`config.mk`:
```
export PLATFORM = sky130hd
export DESIGN_NAME = bus_trace_buffer_flat
export DESIGN_NICKNAME = d
export VERILOG_FILES = /design/src/rtl/bus_trace_buffer_if.sv /design/src/rtl/bus_trace_buffer.sv /design/src/flat_wrapper.sv
export SDC_FILE = /design/constraint.sdc
export NUM_CORES = 2
export LEC_CHECK = 0
export CORE_ASPECT_RATIO = 0.8
export CORE_MARGIN = 5
export CORE_UTILIZATION = 60
export CTS_BUF_LIST = sky130_fd_sc_hd__clkbuf_2 sky130_fd_sc_hd__clkbuf_4 sky130_fd_sc_hd__clkbuf_8
export CTS_CLUSTER_SIZE = 12
export DETAILED_ROUTE_END_ITERATION = 8
export PLACE_DENSITY = 0.75
export SLEW_MARGIN = 20
export SYNTH_ARGS = -nofsm -noshare
export SYNTH_HDL_FRONTEND = slang
export SYNTH_SLANG_ARGS = --single-unit
```
`constraint.sdc`:
```
create_clock -name iClk -period 5.6 [get_ports iClk]
set_clock_uncertainty 0.15 [all_clocks]
set_input_delay 0.56 -clock iClk [delete_from_list [all_inputs] [get_ports iClk]]
set_output_delay 0.56 -clock iClk [all_outputs]
set_load 0.05 [all_outputs]
```
`src/rtl/bus_trace_buffer_if.sv`:
```
// bus_trace_buffer_if: CPU bus strobes/address/data plus the FIFO drain handshake.
// Ports (signals): iAddr, iDataR, iDataW, iMemW, iMemR, iIOW, iIOR (bus side, into the tracer);
// iPop (drain request, into the tracer); oValid, oEntry (head entry, out of the tracer).
// Modports: master = bus/drain driver, slave = the trace buffer.
// ENTRY_W widens by a 16-bit timestamp when TRACE_TIMESTAMP_EN is defined.
interface bus_trace_buffer_if #(
  parameter int ADDR_W = 20,
  parameter int DATA_W = 8
);
`ifdef TRACE_TIMESTAMP_EN
  localparam int ENTRY_W = 16 + 2 + ADDR_W + DATA_W;
`else
  localparam int ENTRY_W = 2 + ADDR_W + DATA_W;
`endif
  logic [ADDR_W-1:0] iAddr;
  logic [DATA_W-1:0] iDataR;
  logic [DATA_W-1:0] iDataW;
  logic iMemW, iMemR, iIOW, iIOR;
  logic iPop;
  logic oValid;
  logic [ENTRY_W-1:0] oEntry;
  modport master (output iAddr, iDataR, iDataW, iMemW, iMemR, iIOW, iIOR, iPop, input oValid, oEntry);
  modport slave (input iAddr, iDataR, iDataW, iMemW, iMemR, iIOW, iIOR, iPop, output oValid, oEntry);
endinterface

```
`src/rtl/bus_trace_buffer.sv`:
```
// bus_trace_buffer: captures one {type, addr, data} entry per completed 8088 bus cycle into a show-ahead FIFO.
// Ports: iClk, iRst (sync, active-high); bus (bus_trace_buffer_if.slave: strobes, addr, data, iPop, oValid, oEntry);
// iMask {MemW,MemR,IOW,IOR} capture enables; iFreeze; iClear; oLevel entry count; oDropCnt lost events.
// Macro TRACE_TIMESTAMP_EN prefixes each entry with a free-running 16-bit cycle counter.
module bus_trace_buffer #(
  parameter int ADDR_W = 20,
  parameter int DATA_W = 8,
  parameter int DEPTH_LOG2 = 6,
  parameter int DROP_W = 16
) (
  input  logic iClk,
  input  logic iRst,
  bus_trace_buffer_if.slave bus,
  input  logic [3:0] iMask,
  input  logic iFreeze,
  input  logic iClear,
  output logic [DEPTH_LOG2:0] oLevel,
  output logic [DROP_W-1:0] oDropCnt
);
  localparam int PAY_W = 2 + ADDR_W + DATA_W;
`ifdef TRACE_TIMESTAMP_EN
  localparam int ENTRY_W = 16 + PAY_W;
`else
  localparam int ENTRY_W = PAY_W;
`endif
  logic [3:0] strb, prev, arm, ev;
  logic [ADDR_W-1:0] pAddr;
  logic [DATA_W-1:0] pDataR, pDataW;
  logic [DEPTH_LOG2:0] wp, rp;
  logic [ENTRY_W-1:0] mem [2**DEPTH_LOG2];
  logic [ENTRY_W-1:0] entry;
  logic [PAY_W-1:0] payload;
  logic [1:0] typ;
  logic [2:0] nEv, inc;
  logic [DROP_W:0] sum;
  logic full, empty, push, doPush, doPop;
  assign strb = {bus.iMemW, bus.iMemR, bus.iIOW, bus.iIOR};
  // arm only sets once a strobe has been seen low, so a strobe held high through reset needs a fresh rise
  always_ff @(posedge iClk) begin
    if (iRst) begin
      prev <= '0;
      arm <= '0;
      pAddr <= '0;
      pDataR <= '0;
      pDataW <= '0;
    end else begin
      prev <= strb;
      arm <= arm | ~strb;
      pAddr <= bus.iAddr;
      pDataR <= bus.iDataR;
      pDataW <= bus.iDataW;
    end
  end
  assign ev = prev & ~strb & arm & iMask & {4{~iFreeze}};
  assign typ = ev[0] ? 2'd3 : ev[1] ? 2'd2 : ev[2] ? 2'd1 : 2'd0;
  assign nEv = 3'(ev[0]) + 3'(ev[1]) + 3'(ev[2]) + 3'(ev[3]);
  assign payload = {typ, pAddr, typ[0] ? pDataR : pDataW};
`ifdef TRACE_TIMESTAMP_EN
  logic [15:0] ts;
  always_ff @(posedge iClk) ts <= iRst ? 16'd0 : ts + 16'd1;
  assign entry = {ts, payload};
`else
  assign entry = payload;
`endif
  assign empty = wp == rp;
  assign full = (wp[DEPTH_LOG2] != rp[DEPTH_LOG2]) && (wp[DEPTH_LOG2-1:0] == rp[DEPTH_LOG2-1:0]);
  assign push = |ev;
  assign doPop = bus.iPop & ~empty;
  // a full FIFO still accepts the push when the head is popped on the same edge
  assign doPush = push & (~full | doPop);
  // losers of the priority pick plus a rejected winner: nEv-1 + !doPush
  assign inc = push ? nEv - 3'(doPush) : 3'd0;
  assign sum = {1'b0, oDropCnt} + (DROP_W+1)'(inc);
  always_ff @(posedge iClk) begin
    if (iRst || iClear) begin
      wp <= '0;
      rp <= '0;
      oDropCnt <= '0;
    end else begin
      if (doPush) wp <= wp + 1'b1;
      if (doPop) rp <= rp + 1'b1;
      oDropCnt <= sum[DROP_W] ? '1 : sum[DROP_W-1:0];
    end
  end
  always_ff @(posedge iClk) if (!iRst && !iClear && doPush) mem[wp[DEPTH_LOG2-1:0]] <= entry;
  assign oLevel = wp - rp;
  assign bus.oValid = ~empty;
  assign bus.oEntry = empty ? '0 : mem[rp[DEPTH_LOG2-1:0]];
endmodule

```
`src/flat_wrapper.sv`:
```
// flat-port wrapper written by rule: the top's interface ports become plain ports
module bus_trace_buffer_flat 
#(
  parameter int ADDR_W = 20,
  parameter int DATA_W = 8,
  parameter int DEPTH_LOG2 = 6,
  parameter int DROP_W = 16
)
  (iClk, iRst, iMask, iFreeze, iClear, oLevel, oDropCnt, bus_iAddr, bus_iDataR, bus_iDataW, bus_iMemW, bus_iMemR, bus_iIOW, bus_iIOR, bus_iPop, bus_oValid, bus_oEntry);
  bus_trace_buffer_if #(.ADDR_W(ADDR_W), .DATA_W(DATA_W)) bus_i ();
  input  logic iClk;
  input  logic iRst;
  input  logic [3:0] iMask;
  input  logic iFreeze;
  input  logic iClear;
  output logic [DEPTH_LOG2:0] oLevel;
  output logic [DROP_W-1:0] oDropCnt;
  input wire logic [$bits(bus_i.iAddr)-1:0] bus_iAddr;
  input wire logic [$bits(bus_i.iDataR)-1:0] bus_iDataR;
  input wire logic [$bits(bus_i.iDataW)-1:0] bus_iDataW;
  input wire logic [$bits(bus_i.iMemW)-1:0] bus_iMemW;
  input wire logic [$bits(bus_i.iMemR)-1:0] bus_iMemR;
  input wire logic [$bits(bus_i.iIOW)-1:0] bus_iIOW;
  input wire logic [$bits(bus_i.iIOR)-1:0] bus_iIOR;
  input wire logic [$bits(bus_i.iPop)-1:0] bus_iPop;
  output wire logic [$bits(bus_i.oValid)-1:0] bus_oValid;
  output wire logic [$bits(bus_i.oEntry)-1:0] bus_oEntry;
  assign bus_i.iAddr = bus_iAddr;
  assign bus_i.iDataR = bus_iDataR;
  assign bus_i.iDataW = bus_iDataW;
  assign bus_i.iMemW = bus_iMemW;
  assign bus_i.iMemR = bus_iMemR;
  assign bus_i.iIOW = bus_iIOW;
  assign bus_i.iIOR = bus_iIOR;
  assign bus_i.iPop = bus_iPop;
  assign bus_oValid = bus_i.oValid;
  assign bus_oEntry = bus_i.oEntry;
  bus_trace_buffer #(.ADDR_W(ADDR_W), .DATA_W(DATA_W), .DEPTH_LOG2(DEPTH_LOG2), .DROP_W(DROP_W)) u_core (.iClk(iClk), .iRst(iRst), .bus(bus_i), .iMask(iMask), .iFreeze(iFreeze), .iClear(iClear), .oLevel(oLevel), .oDropCnt(oDropCnt));
endmodule
```
==> impl_metrics.toml <==
[timing]
tightest_slew_ns = 1.201
grt_setup_unrepaired = "no"
slew_headroom_pct = 19.76
whs_ns = 0.1390
final.min_clock_period_ns = 5.481
fmaxAchievable_ghz = 0.1825
setup_violations = 0
slew_viol_final = 0
fin_crit_sh_pct = 97.87
report.final.hold_viol_count = 0
fin_tns_setup_ns = 0

[yosys]
synth.top_cell.area_share_pct = 75.22
synthCells = 3495
postSynthAreaPerCell_um2 = 21.93
synth_ff_type = "edfxtp_1"
synth-async-reset-ratio_pct = 0
syn_nets = 3562
yosysUniqueCellTypes = 61
yosys.area.top_type = "edfxtp_1"
synth_area_um2 = 76650
synth_area_leaders = "edfxtp_1 75%, mux4_2 14%, dfxtp_1 2.1%"
yosysWarningCount = 0
synth-seq-cells = 2000
seq_area_frac_synth_pct = 77.31
synth_edf_count = 1920

[routing]
ant_nets = 0
drcViolationCount = 0
vias = 39730
routed_wl_um = 201000
wl_per_cell_um = 34.44
viasPerCell = 6.809
dr.pass1.iters = 7
drtIter0Drc = 6125

[grt]
grt_start_max_net_pins = 87
grt_pass1_wl_um = 285700
grt_pass1_vias = 39590
antenna_found_initial = 4
grt_use_total_pct = 30.03
grt.overflow.total = 0

[cts]
clk_latency_ns = 0.98
cts_sinks = 2000
clock-root-buffer = "clkbuf_8"
cts.clk_slew.worst_paths_ns = 0.06
cts_tree = "done"
clk_path_buf_depth = 4
cts_inserted_buffers = 309
cts_max_level = 5

[outcome]
status = "finished, final reports clean"

[worst_hold_path]
hold_path.class = "in -> reg"
holdPathStages = 2

[final_layout]
final_cell_mix = "1920 x edfxtp_1, 485 x mux4_2, 319 x clkbuf_8"
syn_to_final_growth_pct = 13.94
mostFrequentLayoutCell = "edfxtp_1"
fill_cells = 7620
fin_nets = 4027
drive_gt1_share_pct = 30.09

[die]
dieArea_um2 = 135000
die_w_um = 409.6
core_area_um2 = 127100
initial_core_util_pct = 60.32
io_pins = 103
num_rows = 117
die_h_um = 329.7

[power_and_ir_drop]
p_seq_share_pct = 58.3
p_total_mw = 28.33
vdd_drop_max_mv = 0.2966
comb_power_share_pct = 0.9
p_leak_nw = 28.39
p_sw_mw = 5.694
powerDensity_nw_per_um2 = 324.4
switching_share_pct = 20.10
internal-power_mw = 22.64
pwr-share-clk_pct = 40.8

[setup_path]
crit_slowest_cell = "clkdlybuf4s50_1"
rr_worst_depth = 16
worstSetupPathType = "reg -> out"
crit_required_ns = 4.89
cpPeakStageDelay_ns = 0.82
cp_max_fo = 12
arrival_ns = 4.77
crit_chain = "ha_1 > nand4_1 > or3_1 > nand2b_2 > buf_4 > a2111oi_0 > a22o_1 > clkdlybuf4s50_1"
cp-end-kind = "output pin"
cp-start-kind = "flop"

[place]
io_buffers = 102
post-dp-hpwl_um = 117500
gp_congestion = 0.8266

[run]
cap_violations = 0
sequential cells by signal (all words and copies together), names as in the netlist, named ones only:
signal,cells
u_core.mem,1920
u_core.pAddr,20
u_core.oDropCnt,16
u_core.pDataR,8
u_core.pDataW,8
u_core.rp,7
u_core.wp,7
u_core.arm,4
u_core.prev,4
per-layer routing:
metal	share of wire (%)	vias up	GRT usage, %
li1	-	15620	-
met3	13	401	7.506
met1	37	20630	44.17
met5	0	-	0
met2	46	3079	44.61
met4	3.9	0	11.57
cell type report:
cell class	count	area (µm²)	share of cell area (%)
flip-flops and latches	2000	59340	67.94
inverters	29	108.9	0.1246
well taps	1666	2085	2.387
clock buffers	421	5156	5.904
repair buffers	347	3543	4.057
diodes	2	5.005	0.005730
multi-input cells	1273	16550	18.95
clock inverters	97	553.0	0.6332
Yosys cell counts, drive strengths merged, types with 4 or more instances:
cell,n
a2111oi,12
a211oi,16
a21oi,34
a221oi,26
a22o,12
a31oi,4
and2,7
and3,7
buf,137
clkbuf,56
dfxtp,80
edfxtp,1920
fa,4
ha,14
inv,29
mux2,17
mux2i,71
mux4,487
nand2,86
nand2b,12
nand3,20
nand4,13
nor2,138
nor2b,52
nor3,9
o21ai,62
o221ai,25
o22a,8
o22ai,65
o41ai,10
or3,7
xnor2,8
xor2,17
per-stage QoR:
| stage | setup WS, ns | area (µm²) | utilization (%) | cells |
|---|---|---|---|---|
| 6_report | 0.1192 | 87340 | 68.74 | 5835 |
| 4_1_cts | 0.009357 | 87210 | 68.64 | 5829 |
| 3_5_place_dp | 0.4219 | 80970 | 63.72 | 5258 |
| 2_1_floorplan | 0.9429 | 76650 | - | 3495 |
| 3_3_place_gp | 0.4880 | 80970 | 63.72 | 5258 |
| 5_1_grt | 0.04170 | 87340 | 68.74 | 5835 |
power groups by stage:
stage,clock (mW),sequential [mW],combinational (mW)
final,11.6,16.5,0.253
after global routing,12.4,16.5,0.267
after CTS,11.7,16.5,0.239
after detailed placement,0,16.8,0.210
after global placement,0,16.8,0.204
after floorplan,0,16.8,0.0923
timing repair:
item | in CTS | in global routing
setup buffers | 0 | 2
hold endpoints to repair | 34 | 0
gates resized for setup | 1 | 0
setup endpoints to repair | 9 | 2
hold buffers | 53 | 0
kinds of logic (layout without fill, tap and decap cells):
kind of cell | after synthesis | count (layout) | synth area share (%)
buffers and inverters | 222 | 894 | 1.755
AOI/OAI and AO/OA | 288 | 288 | 2.573
and+or+nand+nor | 367 | 367 | 2.253
DFF | 2000 | 2000 | 77.31
muxes | 575 | 575 | 15.50
xor gates and xnor gates | 25 | 25 | 0.2857
adders and majority gates | 18 | 18 | 0.3330
other | 0 | 2 | 0
critical path: cells and delay by family (launching register included):
| kind | cells | cell delay, ns |
|---|---|---|
| flip-flops | 1 | 0.53 |
| adder cells (fa/ha/maj) | 1 | 0.35 |
| AND/OR/NAND/NOR | 3 | 0.82 |
| AO/OA/AOI/OAI | 2 | 0.93 |
| buffers and inverters | 2 | 1.16 |
worst paths after layout:
kind                               to  slack [ns]          start
hold / removal        u_core.pAddr[1]        0.14   bus_iAddr[1]
hold reg to reg         u_core.arm[0]        0.30  u_core.arm[0]
setup reg to reg  u_core.oDropCnt[11]        0.63   u_core.wp[3]
setup / recovery       bus_oEntry[15]        0.12   u_core.wp[3]
Note: power is estimated with default switching activity, not from simulation.
